`config.mk`:
```
export PLATFORM = sky130hd
export DESIGN_NAME = axil_write_demux
export DESIGN_NICKNAME = d
export VERILOG_FILES = /design/src/rtl/axil_pkg.sv /design/src/rtl/axil_addr_decode.sv /design/src/rtl/axil_write_demux.sv
export SDC_FILE = /design/constraint.sdc
export NUM_CORES = 1
export LEC_CHECK = 0
export CORE_UTILIZATION = 36
export CTS_BUF_LIST = sky130_fd_sc_hd__clkbuf_4 sky130_fd_sc_hd__clkbuf_8
export DETAILED_ROUTE_END_ITERATION = 8
export GPL_ROUTABILITY_DRIVEN = 0
export PLACE_DENSITY = 0.88
export SLEW_MARGIN = 20
export SYNTH_ARGS = -nofsm -noshare
export SYNTH_HDL_FRONTEND = slang
export SYNTH_SLANG_ARGS = --single-unit
```
`constraint.sdc`:
```
create_clock -name clk -period 2.6 [get_ports clk]
set_input_delay 0.52 -clock clk [delete_from_list [all_inputs] [get_ports clk]]
set_output_delay 0.52 -clock clk [all_outputs]
set_load 0.01 [all_outputs]
```
`src/rtl/axil_pkg.sv`:
```
// Shared AXI4-Lite definitions: response codes, responder count and router state encoding.
package axil_pkg;

    localparam int unsigned NUM_SLV = 4;

    localparam logic [1:0] RESP_OKAY   = 2'b00;
    localparam logic [1:0] RESP_SLVERR = 2'b10;
    localparam logic [1:0] RESP_DECERR = 2'b11;

    typedef enum logic [2:0] {
        IDLE,
        FWD,
        RESP,
        ERR_W,
        ERR_B
    } state_t;

endpackage

```
`src/rtl/axil_addr_decode.sv`:
```
// Address region decode: compares the address tag against each responder base.
module axil_addr_decode
    import axil_pkg::*;
#(
    parameter int unsigned ADDR_WIDTH  = 32,
    parameter int unsigned REGION_BITS = 12,
    parameter logic [ADDR_WIDTH-1:0] SLV0_BASE = 32'h0000_0000,
    parameter logic [ADDR_WIDTH-1:0] SLV1_BASE = 32'h0000_1000,
    parameter logic [ADDR_WIDTH-1:0] SLV2_BASE = 32'h0000_2000,
    parameter logic [ADDR_WIDTH-1:0] SLV3_BASE = 32'h0000_3000
) (
    input  logic [ADDR_WIDTH-REGION_BITS-1:0] addr_tag,
    output logic [NUM_SLV-1:0]                sel,
    output logic                              decerr
);

    localparam int unsigned TAG_W = ADDR_WIDTH - REGION_BITS;

    localparam logic [NUM_SLV-1:0][TAG_W-1:0] BASE_TAG = {
        SLV3_BASE[ADDR_WIDTH-1:REGION_BITS],
        SLV2_BASE[ADDR_WIDTH-1:REGION_BITS],
        SLV1_BASE[ADDR_WIDTH-1:REGION_BITS],
        SLV0_BASE[ADDR_WIDTH-1:REGION_BITS]
    };

    // Scan from the top so the lowest matching index wins on overlap
    always_comb begin
        sel = '0;
        for (int i = NUM_SLV - 1; i >= 0; i--) begin
            if (addr_tag == BASE_TAG[i]) begin
                sel    = '0;
                sel[i] = 1'b1;
            end
        end
        decerr = (sel == '0);
    end

endmodule

```
`src/rtl/axil_write_demux.sv`:
```
// 1-to-4 AXI4-Lite write router; one outstanding write, unmapped addresses end in DECERR.
module axil_write_demux
    import axil_pkg::*;
#(
    parameter int unsigned ADDR_WIDTH  = 32,
    parameter int unsigned DATA_WIDTH  = 32,
    parameter int unsigned REGION_BITS = 12,
    parameter logic [ADDR_WIDTH-1:0] SLV0_BASE = 32'h0000_0000,
    parameter logic [ADDR_WIDTH-1:0] SLV1_BASE = 32'h0000_1000,
    parameter logic [ADDR_WIDTH-1:0] SLV2_BASE = 32'h0000_2000,
    parameter logic [ADDR_WIDTH-1:0] SLV3_BASE = 32'h0000_3000
) (
    input  logic                      clk,
    input  logic                      rst,
    input  logic [ADDR_WIDTH-1:0]     s_awaddr,
    input  logic                      s_awvalid,
    output logic                      s_awready,
    input  logic [DATA_WIDTH-1:0]     s_wdata,
    input  logic [DATA_WIDTH/8-1:0]   s_wstrb,
    input  logic                      s_wvalid,
    output logic                      s_wready,
    output logic [1:0]                s_bresp,
    output logic                      s_bvalid,
    input  logic                      s_bready,
    output logic [ADDR_WIDTH-1:0]     m_awaddr,
    output logic [NUM_SLV-1:0]        m_awvalid,
    input  logic [NUM_SLV-1:0]        m_awready,
    output logic [DATA_WIDTH-1:0]     m_wdata,
    output logic [DATA_WIDTH/8-1:0]   m_wstrb,
    output logic [NUM_SLV-1:0]        m_wvalid,
    input  logic [NUM_SLV-1:0]        m_wready,
    input  logic [2*NUM_SLV-1:0]      m_bresp,
    input  logic [NUM_SLV-1:0]        m_bvalid,
    output logic [NUM_SLV-1:0]        m_bready
);

    state_t               state_q, state_d;
    logic [NUM_SLV-1:0]   sel_q;
    logic [NUM_SLV-1:0]   dec_sel;
    logic                 dec_err;
    logic                 aw_done_q, w_done_q;
    logic                 aw_hs, w_hs;
    logic                 sel_bvalid;
    logic [1:0]           sel_bresp;

    axil_addr_decode #(
        .ADDR_WIDTH  (ADDR_WIDTH),
        .REGION_BITS (REGION_BITS),
        .SLV0_BASE   (SLV0_BASE),
        .SLV1_BASE   (SLV1_BASE),
        .SLV2_BASE   (SLV2_BASE),
        .SLV3_BASE   (SLV3_BASE)
    ) u_decode (
        .addr_tag (s_awaddr[ADDR_WIDTH-1:REGION_BITS]),
        .sel      (dec_sel),
        .decerr   (dec_err)
    );

    assign m_wdata = s_wdata;
    assign m_wstrb = s_wstrb;

    // B channel of the selected responder; unselected responders are never looked at
    always_comb begin
        sel_bvalid = 1'b0;
        sel_bresp  = RESP_OKAY;
        for (int i = 0; i < NUM_SLV; i++) begin
            if (sel_q[i]) begin
                sel_bvalid = m_bvalid[i];
                sel_bresp  = m_bresp[2*i +: 2];
            end
        end
    end

    always_comb begin
        state_d   = state_q;
        s_awready = 1'b0;
        s_wready  = 1'b0;
        s_bvalid  = 1'b0;
        s_bresp   = RESP_OKAY;
        m_awvalid = '0;
        m_wvalid  = '0;
        m_bready  = '0;
        aw_hs     = 1'b0;
        w_hs      = 1'b0;
        case (state_q)
            IDLE: begin
                s_awready = ~rst;
                if (s_awvalid) begin
                    state_d = dec_err ? ERR_W : FWD;
                end
            end
            FWD: begin
                m_awvalid = sel_q & {NUM_SLV{~aw_done_q}};
                m_wvalid  = sel_q & {NUM_SLV{s_wvalid & ~w_done_q}};
                s_wready  = (|(m_wready & sel_q)) & ~w_done_q;
                aw_hs     = |(m_awvalid & m_awready);
                w_hs      = s_wvalid & s_wready;
                if ((aw_done_q | aw_hs) && (w_done_q | w_hs)) begin
                    state_d = RESP;
                end
            end
            RESP: begin
                s_bvalid = sel_bvalid;
                s_bresp  = sel_bresp;
                m_bready = sel_q & {NUM_SLV{s_bready}};
                if (sel_bvalid && s_bready) begin
                    state_d = IDLE;
                end
            end
            ERR_W: begin
                s_wready = 1'b1;
                if (s_wvalid) begin
                    state_d = ERR_B;
                end
            end
            ERR_B: begin
                s_bvalid = 1'b1;
                s_bresp  = RESP_DECERR;
                if (s_bready) begin
                    state_d = IDLE;
                end
            end
            default: state_d = IDLE;
        endcase
    end

    always_ff @(posedge clk) begin
        if (rst) begin
            state_q   <= IDLE;
            sel_q     <= '0;
            aw_done_q <= 1'b0;
            w_done_q  <= 1'b0;
            m_awaddr  <= '0;
        end else begin
            state_q <= state_d;
            if (state_q == IDLE && s_awvalid) begin
                m_awaddr <= s_awaddr;
                sel_q    <= dec_sel;
            end
            if (aw_hs) aw_done_q <= 1'b1;
            if (w_hs)  w_done_q  <= 1'b1;
            if (state_q == RESP && state_d == IDLE) begin
                aw_done_q <= 1'b0;
                w_done_q  <= 1'b0;
            end
        end
    end

endmodule
```
==> qor.txt <==
CP max-delay cell = clkdlybuf4s50_1
Top-Level Pins = 178
Tmin final = 2530 ps
Reg2Reg Capture Point = state_q[1]$_SDFF_PP0_
Post-Syn Nets = 381
Synth Flop Type = dfxtp_1
mux contribution to synthesized area = 0
post-route antenna net violation count = 0
synthesized area = 0.00215 mm^2
DIE HEIGHT = 79.3 um
total CTS buffers = 5
final core utilization = 0.570
Most common cell on crit path = clkdlybuf4s50_1
slowest stage delay, CP = 530 ps
Post-Synth Adder-Cell Area = 0
CTS tree = yes
CP endpoint kind = output pin
final-report hold violation count = 0
worst min path class = flip-flop to flip-flop
Synth Area per Inst = 7.47 um^2
global-route usage over all layers = 0.185
max cap viols = 0
HPWL after DPL = 4.59 mm
LEAKAGE = 1.23 nW
Hold-fix buffers, CTS = 0
Nets = 455
Yosys warnings = 0
WP data required = 2080 ps
FFs w/ async S/R, synth = 0
initial antenna violation count = 0
vias in the first global route = 2047
total chip power = 0.00165 W
busiest grt layer = met2
fin crit share = 0.974
worst hold path startpoint = m_awaddr[5]$_SDFFE_PP0P_
clock tree buffer depth = 2
first-pass GRT wire length = 9.24 mm
Rows = 27
grt total ovfl = 0
post-synth cell types = 33
drt drc = 0
Max FO, Critical Path = 4
clk_lat worst skew = 280 ps
Mapped Cells = 288
setup bufs post-CTS = 0
largest family of logic cells by synthesized area = simple AND/OR/NAND/NOR gates
sequential share of the synthesized area = 0.382
flops & latches, synth = 41
Syn-to-layout area delta = 49.6%
measured slew at the worst slew-check pin = 446 ps
P per Cell Area = 512 mW/mm^2
Initial Utilization = 0.381
DIE AREA = 0.00629 mm^2
Num Clock Sinks = 41
placed cells = 427
PortBufs = 105
Worst-path clk slew = 70 ps
WHS Path Cells = 2
Crit Path Category = input pin to output pin
non-filler cells, final = 435
complex-gate fraction of the synthesized area = 0.164
arrival time worst endpoint = 2010 ps
clock skew = 9.28 ps
simple-gate share of the synthesized area = 0.293
Fmax = 395 MHz
met2 Track Usage GR = 0.346
fraction of layout cells with a size suffix above 1 = 0.0799
number of flops mapped to enable cells by yosys = 0
Die X = 79.3 um
status = finished, final reports clean
relative slew slack = 0.703
initial DRC count = 80
vias per cell = 4.96
flop2flop setup slack = 750 ps
core box area = 0.00564 mm^2
first-pass iteration count of the detailed router = 5
M1 GR Usage = 0.198
Pins Over Slew Limit = 0
routed vias = 2158
worst flop-to-flop path startpoint = sel_q[3]$_SDFFE_PP0P_
Reg2Reg Depth = 5
grt met3 use = 0.0621
Hold Slack = 455 ps
# setup viols final = 0
H-tree depth = 2
critical path, cell by cell = clkdlybuf4s50_1 > nor4b_2 > buf_4 > and2_1 > clkdlybuf4s50_1
Synth Area in XOR/XNOR = 0
pin count of the biggest net entering global routing = 43
final wirelength = 6.07 mm
crit path launch type = input pin
Hold Path End = m_awaddr[5]$_SDFFE_PP0P_
# diodes = 0
Sum Neg Setup Slack = 0 ps
Peak VDD IR = 0.368 mV
detail-routed net length per standard cell = 13.9 um
Root Buffer = clkbuf_8
[placed cells by master, fill, tap and decap left out, types with 2 or more instances in the layout]
cell type and count:
nand3b_1 3, o211a_1 2, nand2_1 74, clkbuf_8 6, clkdlybuf4s50_1 102, nand3_1 5, buf_4 16, and2_1 12
nor2b_1 3, a211oi_1 3, nor2_1 11, or4b_1 2, nand2b_1 5, a21oi_1 40, a31oi_1 3, o21ai_0 7
dfxtp_1 40, nor4_1 4, nor3_1 2, dlymetal6s2s_1 2, a22oi_1 2, or4_1 2
[logic make-up after synthesis]
group                  after synthesis
and+or+nand+nor                    131
AOI/OAI and AO/OA                   62
buffers and inverters               54
DFF                                 41
[worst max path at each step]
| stage | startpoint | to | slack (ps) |
|---|---|---|---|
| floorplan | s_awaddr[25] | state_q[1]$_SDFF_PP0_ | 660 |
| global placement | m_bvalid[1] | s_bvalid | -90 |
| detailed placement | m_bvalid[1] | s_bvalid | -140 |
| CTS | m_bresp[1] | s_bresp[1] | 10 |
| global route | s_wvalid | m_wvalid[1] | -10 |
| finish | s_wvalid | m_wvalid[3] | 70 |
[cells in the mapped netlist (4+ instances only)]
cell      instances  area share
a21oi_1          40       0.093
and2_1           12       0.035
buf_4            36        0.13
clkbuf_1         15       0.026
dfxtp_1          41        0.38
nand2_1          74        0.13
nand2b_1          6       0.017
nand3_1           5       0.012
nor2_1           11       0.019
nor4_1            4       0.012
o21ai_0           7       0.016
[timing repair]
item / 4_1_cts / 5_1_grt
gates resized for setup: 2 / 5
hold endpoints to repair: 0 / 0
endpoints found under the setup margin: 4 / 10
[worst max-delay path: cells and delay by family]
family | cells | cell delay (ps)
buffers and inverters | 3 | 1170
and+or+nand+nor | 2 | 310
[flip-flops by register name (all words and copies together) (netlist names)]
signal	count
m_awaddr	32
sel_q	4
state_q	3
aw_done_q	1
w_done_q	1
[final cells by class]
class / instances / area, um^2
clock buffers: 7 / 90.1
clock inverters: 1 / 30.0
fillers: 490 / 2420
multi-input cells: 193 / 1010
flip-flops and latches: 41 / 822
well taps: 72 / 90.1
repair buffers: 121 / 1170
[through the flow]
stage                     area [um^2]  setup WS [ps]
after global placement           3070          -94.5
after floorplan                  2150            656
final                            3220           68.6
after CTS                        3200           12.9
after detailed placement         3070           -138
after global routing             3220          -12.8
[per-layer routing]
metal | vias up | routed length (um)
met5 | - | 0
met4 | 0 | 40
met1 | 979 | 2380
met3 | 4 | 532
met2 | 93 | 3110
li1 | 1082 | -
[power by group]
group          leakage, nW  switching, W  internal [W]
logic                0.829      0.000187      0.000227
registers            0.335     0.0000302      0.000676
clock network       0.0619      0.000206      0.000323
Power figures use the tool's default switching activity.
